**src/rtl/alarm_monitor_pkg.sv**
```systemverilog
// Shared types, defaults and elaboration-time parameter checks for the
// alarm monitor family.
package alarm_monitor_pkg;

  typedef enum logic {
    WATCHDOG = 1'b0,
    STUCK    = 1'b1
  } ch_mode_e;

  localparam int DEF_LIMIT   = 10;
  localparam int DEF_FILT_HI = 48;
  localparam int DEF_FILT_LO = 16;
  localparam int DEF_JAM_LEN = 4;

  function automatic bit n_ch_ok(input int n_ch);
    return (n_ch >= 1) && (n_ch <= 16);
  endfunction

  function automatic bit limit_ok(input int limit, input int cnt_w);
    return (limit >= 1) && (limit <= ((1 << cnt_w) - 1));
  endfunction

  function automatic bit filt_ok(input int hi, input int lo, input int filt_w);
    return (lo >= 0) && (lo < hi) && (hi <= ((1 << filt_w) - 1));
  endfunction

  function automatic bit jam_ok(input int jam_len);
    return jam_len >= 1;
  endfunction

endpackage

```
**src/rtl/alarm_monitor_n_if.sv**
```systemverilog
// Bundle of strobes, channel/warning inputs and alarm outputs around the
// alarm monitor; the monitor itself is the slave side.
interface alarm_monitor_n_if #(
  parameter int N_CH   = 4,
  parameter int N_WARN = 3,
  parameter int FILT_W = 6
);
  logic              TICK;
  logic [N_CH-1:0]   CH_EN;
  logic [N_CH-1:0]   CH_ACT;
  logic              ERRST;
  logic [N_WARN-1:0] WARN_IN;
  logic [N_CH-1:0]   CH_ALM;
  logic              RESTRT;
  logic              GOJAM_REQ;
  logic              AGCWAR;
  logic [FILT_W-1:0] FILT_CNT;

  modport master (
    output TICK, CH_EN, CH_ACT, ERRST, WARN_IN,
    input  CH_ALM, RESTRT, GOJAM_REQ, AGCWAR, FILT_CNT
  );

  modport slave (
    input  TICK, CH_EN, CH_ACT, ERRST, WARN_IN,
    output CH_ALM, RESTRT, GOJAM_REQ, AGCWAR, FILT_CNT
  );
endinterface

```
**src/rtl/alarm_watchdog_ch.sv**
```systemverilog
// One alarm channel: saturating timeout counter, mode-dependent clear,
// latched alarm bit and a 0->1 rise flag for the restart logic.
module alarm_watchdog_ch
  import alarm_monitor_pkg::*;
#(
  parameter int       CNT_W = 4,
  parameter int       LIMIT = DEF_LIMIT,
  parameter ch_mode_e MODE  = WATCHDOG
) (
  input  logic clk,
  input  logic rst_n,
  input  logic tick,
  input  logic en,
  input  logic act,
  input  logic errst,
  output logic alm,
  output logic rise
);

  localparam logic [CNT_W-1:0] LIM    = CNT_W'(LIMIT);
  localparam logic [CNT_W-1:0] LIM_M1 = CNT_W'(LIMIT - 1);

  logic [CNT_W-1:0] cnt_q, cnt_d;
  logic             alm_q, alm_d;
  logic             clr_s, set_s;

  // Counter next-state and alarm latch; a set event beats ERRST.
  always_comb begin
    clr_s = (MODE == STUCK) ? ~act : act;
    set_s = en & ~clr_s & tick & (cnt_q == LIM_M1);
    if (!en || clr_s) begin
      cnt_d = '0;
    end else if (tick && (cnt_q != LIM)) begin
      cnt_d = cnt_q + CNT_W'(1);
    end else begin
      cnt_d = cnt_q;
    end
    if (set_s) begin
      alm_d = 1'b1;
    end else if (errst) begin
      alm_d = 1'b0;
    end else begin
      alm_d = alm_q;
    end
  end

  // Channel state registers.
  always_ff @(posedge clk) begin
    if (!rst_n) begin
      cnt_q <= '0;
      alm_q <= 1'b0;
    end else begin
      cnt_q <= cnt_d;
      alm_q <= alm_d;
    end
  end

  assign alm  = alm_q;
  assign rise = set_s & ~alm_q;

endmodule

```
**src/rtl/alarm_monitor_n.sv**
```systemverilog
// Parametrised alarm monitor: N watchdog/stuck channels, sticky restart,
// GOJAM request pulser and hysteretic warning filter.
module alarm_monitor_n
  import alarm_monitor_pkg::*;
#(
  parameter int              N_CH    = 4,
  parameter int              CNT_W   = 4,
  parameter int              LIMIT   = DEF_LIMIT,
  parameter logic [N_CH-1:0] CH_MODE = '0,
  parameter int              N_WARN  = 3,
  parameter int              FILT_W  = 6,
  parameter int              FILT_HI = DEF_FILT_HI,
  parameter int              FILT_LO = DEF_FILT_LO,
  parameter int              JAM_LEN = DEF_JAM_LEN
) (
  input logic              CLK,
  input logic              RST_,
  alarm_monitor_n_if.slave bus
);

  localparam int               JAM_W    = $clog2(JAM_LEN + 1);
  localparam logic [JAM_W-1:0] JAM_LOAD = JAM_W'(JAM_LEN);
  localparam logic [FILT_W-1:0] FMAX    = '1;
  localparam logic [FILT_W-1:0] FHI     = FILT_W'(FILT_HI);
  localparam logic [FILT_W-1:0] FLO     = FILT_W'(FILT_LO);

  if (!n_ch_ok(N_CH))                     begin : g_bad_nch   $error("N_CH out of range");  end
  if (!limit_ok(LIMIT, CNT_W))            begin : g_bad_limit $error("LIMIT out of range"); end
  if (!filt_ok(FILT_HI, FILT_LO, FILT_W)) begin : g_bad_filt  $error("bad filter bounds");  end
  if (!jam_ok(JAM_LEN))                   begin : g_bad_jam   $error("JAM_LEN must be >= 1"); end
  if (N_WARN < 1)                         begin : g_bad_warn  $error("N_WARN must be >= 1"); end

  logic [N_CH-1:0]   ch_alm_s, ch_rise_s;
  logic              any_rise_s, any_warn_s;
  logic              restrt_q, restrt_d;
  logic [JAM_W-1:0]  jam_q, jam_d;
  logic              gojam_q, gojam_d;
  logic [FILT_W-1:0] filt_q, filt_d;
  logic              war_q, war_d;

  for (genvar i = 0; i < N_CH; i++) begin : g_ch
    alarm_watchdog_ch #(
      .CNT_W (CNT_W),
      .LIMIT (LIMIT),
      .MODE  (ch_mode_e'(CH_MODE[i]))
    ) u_ch (
      .clk   (CLK),
      .rst_n (RST_),
      .tick  (bus.TICK),
      .en    (bus.CH_EN[i]),
      .act   (bus.CH_ACT[i]),
      .errst (bus.ERRST),
      .alm   (ch_alm_s[i]),
      .rise  (ch_rise_s[i])
    );
  end

  // Restart latch, GOJAM down-counter and warning filter next-state.
  always_comb begin
    any_rise_s = |ch_rise_s;
    any_warn_s = |bus.WARN_IN;

    if (any_rise_s) begin
      restrt_d = 1'b1;
    end else if (bus.ERRST) begin
      restrt_d = 1'b0;
    end else begin
      restrt_d = restrt_q;
    end

    if (any_rise_s) begin
      jam_d = JAM_LOAD;
    end else if (jam_q != '0) begin
      jam_d = jam_q - JAM_W'(1);
    end else begin
      jam_d = jam_q;
    end
    gojam_d = (jam_d != '0);

    if (!bus.TICK) begin
      filt_d = filt_q;
    end else if (any_warn_s) begin
      filt_d = (filt_q == FMAX) ? filt_q : filt_q + FILT_W'(1);
    end else begin
      filt_d = (filt_q == '0) ? filt_q : filt_q - FILT_W'(1);
    end

    // Hysteresis acts on the freshly updated count.
    if (bus.TICK && (filt_d >= FHI)) begin
      war_d = 1'b1;
    end else if (bus.TICK && (filt_d <= FLO)) begin
      war_d = 1'b0;
    end else begin
      war_d = war_q;
    end
  end

  // Top-level state registers.
  always_ff @(posedge CLK) begin
    if (!RST_) begin
      restrt_q <= 1'b0;
      jam_q    <= '0;
      gojam_q  <= 1'b0;
      filt_q   <= '0;
      war_q    <= 1'b0;
    end else begin
      restrt_q <= restrt_d;
      jam_q    <= jam_d;
      gojam_q  <= gojam_d;
      filt_q   <= filt_d;
      war_q    <= war_d;
    end
  end

  assign bus.CH_ALM    = ch_alm_s;
  assign bus.RESTRT    = restrt_q;
  assign bus.GOJAM_REQ = gojam_q;
  assign bus.AGCWAR    = war_q;
  assign bus.FILT_CNT  = filt_q;

endmodule
```
**src/flat_wrapper.sv**
```systemverilog
// flat-port wrapper written by rule: the top's interface ports become plain ports
module alarm_monitor_n_flat import alarm_monitor_pkg::*;
#(
  parameter int              N_CH    = 4,
  parameter int              CNT_W   = 4,
  parameter int              LIMIT   = DEF_LIMIT,
  parameter logic [N_CH-1:0] CH_MODE = '0,
  parameter int              N_WARN  = 3,
  parameter int              FILT_W  = 6,
  parameter int              FILT_HI = DEF_FILT_HI,
  parameter int              FILT_LO = DEF_FILT_LO,
  parameter int              JAM_LEN = DEF_JAM_LEN
)
  (CLK, RST_, bus_TICK, bus_CH_EN, bus_CH_ACT, bus_ERRST, bus_WARN_IN, bus_CH_ALM, bus_RESTRT, bus_GOJAM_REQ, bus_AGCWAR, bus_FILT_CNT);
  alarm_monitor_n_if #(.N_CH(N_CH), .N_WARN(N_WARN), .FILT_W(FILT_W)) bus_i ();
  input logic CLK;
  input logic RST_;
  input wire logic [$bits(bus_i.TICK)-1:0] bus_TICK;
  input wire logic [$bits(bus_i.CH_EN)-1:0] bus_CH_EN;
  input wire logic [$bits(bus_i.CH_ACT)-1:0] bus_CH_ACT;
  input wire logic [$bits(bus_i.ERRST)-1:0] bus_ERRST;
  input wire logic [$bits(bus_i.WARN_IN)-1:0] bus_WARN_IN;
  output wire logic [$bits(bus_i.CH_ALM)-1:0] bus_CH_ALM;
  output wire logic [$bits(bus_i.RESTRT)-1:0] bus_RESTRT;
  output wire logic [$bits(bus_i.GOJAM_REQ)-1:0] bus_GOJAM_REQ;
  output wire logic [$bits(bus_i.AGCWAR)-1:0] bus_AGCWAR;
  output wire logic [$bits(bus_i.FILT_CNT)-1:0] bus_FILT_CNT;
  assign bus_i.TICK = bus_TICK;
  assign bus_i.CH_EN = bus_CH_EN;
  assign bus_i.CH_ACT = bus_CH_ACT;
  assign bus_i.ERRST = bus_ERRST;
  assign bus_i.WARN_IN = bus_WARN_IN;
  assign bus_CH_ALM = bus_i.CH_ALM;
  assign bus_RESTRT = bus_i.RESTRT;
  assign bus_GOJAM_REQ = bus_i.GOJAM_REQ;
  assign bus_AGCWAR = bus_i.AGCWAR;
  assign bus_FILT_CNT = bus_i.FILT_CNT;
  alarm_monitor_n #(.N_CH(N_CH), .CNT_W(CNT_W), .LIMIT(LIMIT), .CH_MODE(CH_MODE), .N_WARN(N_WARN), .FILT_W(FILT_W), .FILT_HI(FILT_HI), .FILT_LO(FILT_LO), .JAM_LEN(JAM_LEN)) u_core (.CLK(CLK), .RST_(RST_), .bus(bus_i));
endmodule
```
**config.mk**
```make
export PLATFORM = sky130hd
export DESIGN_NAME = alarm_monitor_n_flat
export DESIGN_NICKNAME = d
export VERILOG_FILES = /design/src/rtl/alarm_monitor_pkg.sv /design/src/rtl/alarm_monitor_n_if.sv /design/src/rtl/alarm_watchdog_ch.sv /design/src/rtl/alarm_monitor_n.sv /design/src/flat_wrapper.sv
export SDC_FILE = /design/constraint.sdc
export NUM_CORES = 1
export LEC_CHECK = 0
export CAP_MARGIN = 20
export CORE_MARGIN = 2
export CORE_UTILIZATION = 54
export CTS_CLUSTER_DIAMETER = 60
export DETAILED_ROUTE_END_ITERATION = 6
export PLACE_DENSITY = 0.79
export SKIP_LAST_GASP = 1
export SYNTH_ARGS = -nofsm -noshare
export SYNTH_HDL_FRONTEND = slang
export SYNTH_SLANG_ARGS = --single-unit
export TNS_END_PERCENT = 50
```
**constraint.sdc**
```tcl
create_clock -name CLK -period 2.58 [get_ports CLK]
set_clock_uncertainty 0.1 [all_clocks]
set_input_delay 0.258 -clock CLK [delete_from_list [all_inputs] [get_ports CLK]]
set_output_delay 0.258 -clock CLK [all_outputs]
set_load 0.05 [all_outputs]
```
==> results of run 1 <==
## flip-flops by register name (all words and copies together) (netlist names)
register                cells
u_core.bus.AGCWAR           1
u_core.bus.FILT_CNT         6
u_core.bus.GOJAM_REQ        1
u_core.bus.RESTRT           1
u_core.g_ch.u_ch.alm        4
u_core.g_ch.u_ch.cnt_q     16
u_core.jam_q                3
## cells in the final DEF, fill, tap and decap left out, types with 9 or more instances in the layout
| cell type | synthesis | final |
|---|---|---|
| clkdlybuf4s50_1 | 0 | 27 |
| nand4_1 | 10 | 10 |
| dfxtp_1 | 32 | 32 |
| ha_1 | 18 | 18 |
| xor2_1 | 9 | 9 |
| nand2_1 | 16 | 16 |
| a21oi_1 | 13 | 13 |
| nor2b_1 | 9 | 9 |
| nor2_1 | 29 | 29 |
| inv_1 | 16 | 16 |
## final cells by class
class                   instances  area, um^2
multi-input cells             165        1119
fillers                       296        1119
flip-flops and latches         32       640.6
repair buffers                 30       305.3
inverters                      17       63.81
clock buffers                   8       58.81
well taps                      46       57.56
## cells by family (layout without fill, tap and decap cells)
kind of cell,after synthesis,after routing,share of synthesized area
AND/OR/NAND/NOR,93,93,0.2547
AO/OA/AOI/OAI,37,37,0.1323
flip-flops,32,32,0.3353
buffers and inverters,27,55,0.07924
adder cells (fa/ha/maj),18,18,0.1179
XOR/XNOR,14,14,0.06418
multiplexers,3,3,0.01637
## worst min-delay path by stage
stage                         endpoint  cells past startpoint               startpoint  slack, ns
3_5_place_dp           u_core.jam_q[1]                      2          u_core.jam_q[1]       0.38
4_1_cts        u_core.g_ch[3].u_ch.alm                      2  u_core.g_ch[3].u_ch.alm       0.40
3_3_place_gp           u_core.jam_q[1]                      2          u_core.jam_q[1]       0.37
6_report               u_core.jam_q[1]                      2          u_core.jam_q[1]       0.39
2_1_floorplan        u_core.bus.AGCWAR                      2                     RST_       0.34
5_1_grt        u_core.g_ch[3].u_ch.alm                      2  u_core.g_ch[3].u_ch.alm       0.42
## stage by stage
stage | cells | setup WS (ns) | cell area, um^2 | hold slack [ns]
finish | 298 | 0.3743 | 2245 | 0.3945
floorplan | 224 | 0.1110 | 1911 | 0.3353
global route | 298 | 0.2765 | 2245 | 0.4240
CTS | 298 | 0.3655 | 2245 | 0.3959
detailed placement | 290 | 0.2021 | 2186 | 0.3766
global placement | 290 | 0.2952 | 2186 | 0.3679
## report_power, final
part           switching (W)  internal, W
combinational       0.000161     0.000128
clock               0.000169     0.000134
sequential         0.0000180     0.000518
## routing by layer
layer | up-vias | GRT usage | routed length (um)
li1 | 817 | - | -
met1 | 735 | 0.2718 | 1760
met2 | 55 | 0.3211 | 1740
met3 | 8 | 0.04286 | 240
met4 | 0 | 0.1060 | 48
met5 | - | 0 | 0
## worst register-to-register path, stage by stage (launching register included)
cell and delay [ns]:
dfxtp_1 0.32, inv_1 0.10, ha_1 0.19, or3b_4 0.42
o31ai_2 0.24, or3b_1 0.16, a311oi_2 0.11, nor4bb_1 0.31
o22ai_1 0.14
==> out/metrics.yaml, run 1 <==
outcome:
  outcome: "complete, no violations"
cts:
  clkLatencyLatePin_ns: 0.34
  cts_sinks: 32
  cts_made_buffers: 5
  cts_setup_buffers: 0
  clk_pin_slew_ns: 0.09
  post_cts_resized: 0
  cts_root_buf: "clkbuf_4"
  cts_buffer_depth: 2
  htree_levels: 2
  hold_buffers: 0
  cts_tree: "done"
die:
  coreArea_um2: 3363
  chipHeight_um: 63.48
  rows: 21
  die_w_um: 63.48
  initial_core_util: 0.5681
  io_pins: 28
  die-area_um2: 4030
logic_synthesis:
  synth_most_common_cell: "dfxtp_1"
  synthArstFlopShare: 0
  synth-main-ff-cell: "dfxtp_1"
  ys_types: 47
  syn_inst: 224
  synth.net_count: 257
  ys.warnings.count: 0
  synth_top_area_cell: "dfxtp_1"
  synthesis.area_um2: 1911
  syn_area_per_cell_um2: 8.529
  ys_top_cells_by_count: "32 x dfxtp_1, 29 x nor2_1, 18 x ha_1, 16 x inv_1, 16 x nand2_1"
  synth-seq-cells: 32
  yosys-top-cells-area: "dfxtp_1 34%, ha_1 12%, nor2_1 5.7%, xor2_1 4.1%, a21oi_1 3.4%"
  ys_seq_area_frac: 0.3353
  synth_top_area_share: 0.3353
  synth-edff-count: 0
pwr:
  p_leak_nw: 0.8506
  power_w: 0.001129
  ir_worst_vdd_mv: 0.2905
  p_per_area_nw_per_um2: 502.8
global_route:
  grt_pass1_vias: 1466
  antenna_found_initial: 0
  grt_max_degree: 18
  grt-ovfl-total: 0
  grt_first_pass_wirelength_um: 6548
  grt_util_all_layers: 0.2075
run:
  max-cap-violations: 0
worst_setup_path:
  critical_path_cell_count: 8
  worstPathRequired_ns: 2.69
  critPathBufInv: 1
  cp_top_family: "simple AND/OR/NAND/NOR gates"
  cp_data_arrival_time_ns: 2.32
  critPathMaxStageDelay_ns: 0.41
  crit_path_end: "u_core.bus.AGCWAR"
  timing.rr.start: "u_core.bus.FILT_CNT[0]"
  critPathCaptureType: "flip-flop"
  startpoint: "u_core.bus.FILT_CNT[0]"
  worstReg2RegEnd: "u_core.bus.AGCWAR"
  path_class: "reg -> reg"
  start_kind: "flip-flop"
  r2r_cells: 8
  r2r_slack_ns: 0.37
  crit_fanout: 3
  cpMaxStageDelayCell: "or3b_4"
  worstPathCellList: "inv_1 -> ha_1 -> or3b_4 -> o31ai_2 -> or3b_1 -> a311oi_2 -> nor4bb_1 -> o22ai_1"
detailed_routing:
  wl_um: 3790
  viasPerCell: 5.419
  first_iter_violations: 120
  wire_per_inst_um: 12.72
  drc_errors: 0
  num_vias: 1615
  postRouteAntennaNets: 0
  dr.pass1.iters: 4
worst_hold_path:
  hp-class: "reg -> reg"
timing:
  post-route-period-util: 0.8549
  min_period_ns: 2.206
  clock.fmax_mhz: 453.4
  finalSetupViolations: 0
  fin_tns_setup_ns: 0
  grt_setup_unrepaired: "no"
  drv_slew: 0
  worstMarginPinSlew_ns: 0.4983
  hold_viol: 0
  max_slew_margin: 0.6668
final_layout:
  diodes: 0
  nets: 284
  drive_gt1_frac: 0.07143
  syn_to_final_growth_pct: 17.49
  final_core_util: 0.6674
place:
  hpwl_um: 2763
  numPortBuffers: 27
  gp_congestion: 0.9030
Note: power is estimated with default switching activity, not from simulation.
==> inputs of run 2 (changes only) <==
--- a/config.mk
+++ b/config.mk
@@ -11,6 +11,7 @@
 export CTS_CLUSTER_DIAMETER = 60
 export DETAILED_ROUTE_END_ITERATION = 6
 export PLACE_DENSITY = 0.79
+export RECOVER_POWER = 25
 export SKIP_LAST_GASP = 1
 export SYNTH_ARGS = -nofsm -noshare
 export SYNTH_HDL_FRONTEND = slang
==> run 2 against run 1 <==
  * Setup slack about the same
  * Critical path depth unchanged
  * Hold slack unchanged
  * Clock power about the same
  * Total power about the same
  * Utilization unchanged
  * Highest routed layer unchanged
==> out/metrics.yaml, run 2 (same netlist as run 1, synthesis figures left out) <==
worst_setup_path:
  critPathBufInv: 1
  worstPathRequired_ns: 2.69
  worstPathCellList: "inv_1 -> ha_1 -> or3b_4 -> o31ai_2 -> or3b_1 -> a311oi_2 -> nor4bb_1 -> o22ai_1"
  path_class: "reg -> reg"
  cp_top_family: "simple AND/OR/NAND/NOR gates"
  critPathCaptureType: "flip-flop"
  cp_data_arrival_time_ns: 2.32
  critPathMaxStageDelay_ns: 0.41
  cpMaxStageDelayCell: "or3b_4"
  crit_fanout: 3
  start_kind: "flip-flop"
die:
  initial_core_util: 0.5681
  rows: 21
  die-area_um2: 4030
  coreArea_um2: 3363
  chipHeight_um: 63.48
  die_w_um: 63.48
  io_pins: 28
pwr:
  power_frac_comb: 0.256
  switchingPower_w: 0.0003481
  p_leak_nw: 0.8512
  clock_power_share: 0.269
  power.share.sequential: 0.475
  internal_power_w: 0.0007799
  swShare: 0.3086
  p_per_area_nw_per_um2: 502.5
  ir_worst_vdd_mv: 0.2891
detailed_routing:
  wire_per_inst_um: 12.71
  postRouteAntennaNets: 0
  first_iter_violations: 120
  wl_um: 3788
  drc_errors: 0
  dr.pass1.iters: 4
  num_vias: 1615
  viasPerCell: 5.419
global_route:
  grt_pass1_vias: 1466
  grt_util_all_layers: 0.2075
  grt_first_pass_wirelength_um: 6548
  grt-ovfl-total: 0
  antenna_found_initial: 0
  grt_max_degree: 18
place:
  numPortBuffers: 27
  gp_congestion: 0.9030
  hpwl_um: 2763
  dp_slack_ns: 0.2021
timing:
  hold_viol: 0
  drv_slew: 0
  finalSetupViolations: 0
  worstMarginPinSlew_ns: 0.4983
  fin_tns_setup_ns: 0
  min_period_ns: 2.206
  max_slew_margin: 0.6668
  clock.fmax_mhz: 453.4
  post-route-worst-setup-slack_ns: 0.3743
  grt_setup_unrepaired: "no"
  post-route-period-util: 0.8549
cts:
  cts_made_buffers: 5
  cts_sinks: 32
  cts_setup_buffers: 0
  cts_tree: "done"
  clkLatencyLatePin_ns: 0.34
  cts_buffer_depth: 2
  cts_root_buf: "clkbuf_4"
  post_cts_resized: 0
  htree_levels: 2
  clk_pin_slew_ns: 0.09
  hold_buffers: 0
worst_hold_path:
  hp-class: "reg -> reg"
final_layout:
  largest_reg_flops: 16
  nets: 284
  ff_latch_area_um2: 640.6
  diodes: 0
  multi_input_area_um2: 1119
  final_common_cell: "dfxtp_1"
  regMostFlops: "u_core.g_ch.u_ch.cnt_q"
  layout_common_cells: "32 x dfxtp_1, 29 x nor2_1, 25 x clkdlybuf4s50_1"
  syn_to_final_growth_pct: 17.49
  drive_gt1_frac: 0.07143
  fillCellCount: 296
run:
  max-cap-violations: 0
outcome:
  outcome: "complete, no violations"
-- run 2: changes by cell type in the layout (fill, tap and decap cells not counted) --
| cell | delta |
|---|---|
| dlygate4sd3_1 | +2 |
| clkdlybuf4s50_1 | -2 |
-- run 2: worst paths after layout --
kind / slack [ns] / to / cells after the start / start
max reg2reg: 0.37 / u_core.bus.AGCWAR / 8 / u_core.bus.FILT_CNT[0]
min: 0.39 / u_core.jam_q[1] / 2 / u_core.jam_q[1]
min reg2reg: 0.39 / u_core.jam_q[1] / 2 / u_core.jam_q[1]
max: 0.37 / u_core.bus.AGCWAR / 8 / u_core.bus.FILT_CNT[0]
-- run 2: layout make-up --
cell class,count,area share
well taps,46,0.02564
repair buffers,30,0.1360
inverters,17,0.02843
clock buffers,8,0.02620
flip-flops and latches,32,0.2854
multi-input cells,165,0.4983
-- run 2: per-layer routing --
metal | part of all wire | vias up | global-route usage
li1 | - | 817 | -
met1 | 0.46 | 735 | 0.2718
met2 | 0.46 | 55 | 0.3211
met3 | 0.063 | 8 | 0.04286
met4 | 0.013 | 0 | 0.1060
met5 | 0 | - | 0
-- run 2: metrics by stage --
stage | std cells | util | cell area (um^2) | total power [W] | hold WS (ns)
2_1_floorplan | 224 | - | 1911 | 0.0007500 | 0.3353
3_3_place_gp | 290 | 0.6499 | 2186 | 0.0008308 | 0.3679
3_5_place_dp | 290 | 0.6499 | 2186 | 0.0008357 | 0.3766
4_1_cts | 298 | 0.6674 | 2245 | 0.001135 | 0.3959
5_1_grt | 298 | 0.6674 | 2245 | 0.001191 | 0.4240
6_report | 298 | 0.6674 | 2245 | 0.001128 | 0.3945
-- run 2: power groups by stage --
stage	Sequential (W)	Clock, W	Combinational, W
3_3_place_gp	0.000546	0	0.000284
3_5_place_dp	0.000548	0	0.000288
4_1_cts	0.000537	0.000308	0.000289
5_1_grt	0.000539	0.000330	0.000321
6_report	0.000536	0.000303	0.000289
2_1_floorplan	0.000586	0	0.000164
-- run 2: worst reg2reg max path: stages (launching register included) --
cell and delay [ns]:
dfxtp_1 0.32, inv_1 0.10, ha_1 0.19, or3b_4 0.42, o31ai_2 0.24, or3b_1 0.16, a311oi_2 0.11, nor4bb_1 0.31
o22ai_1 0.14
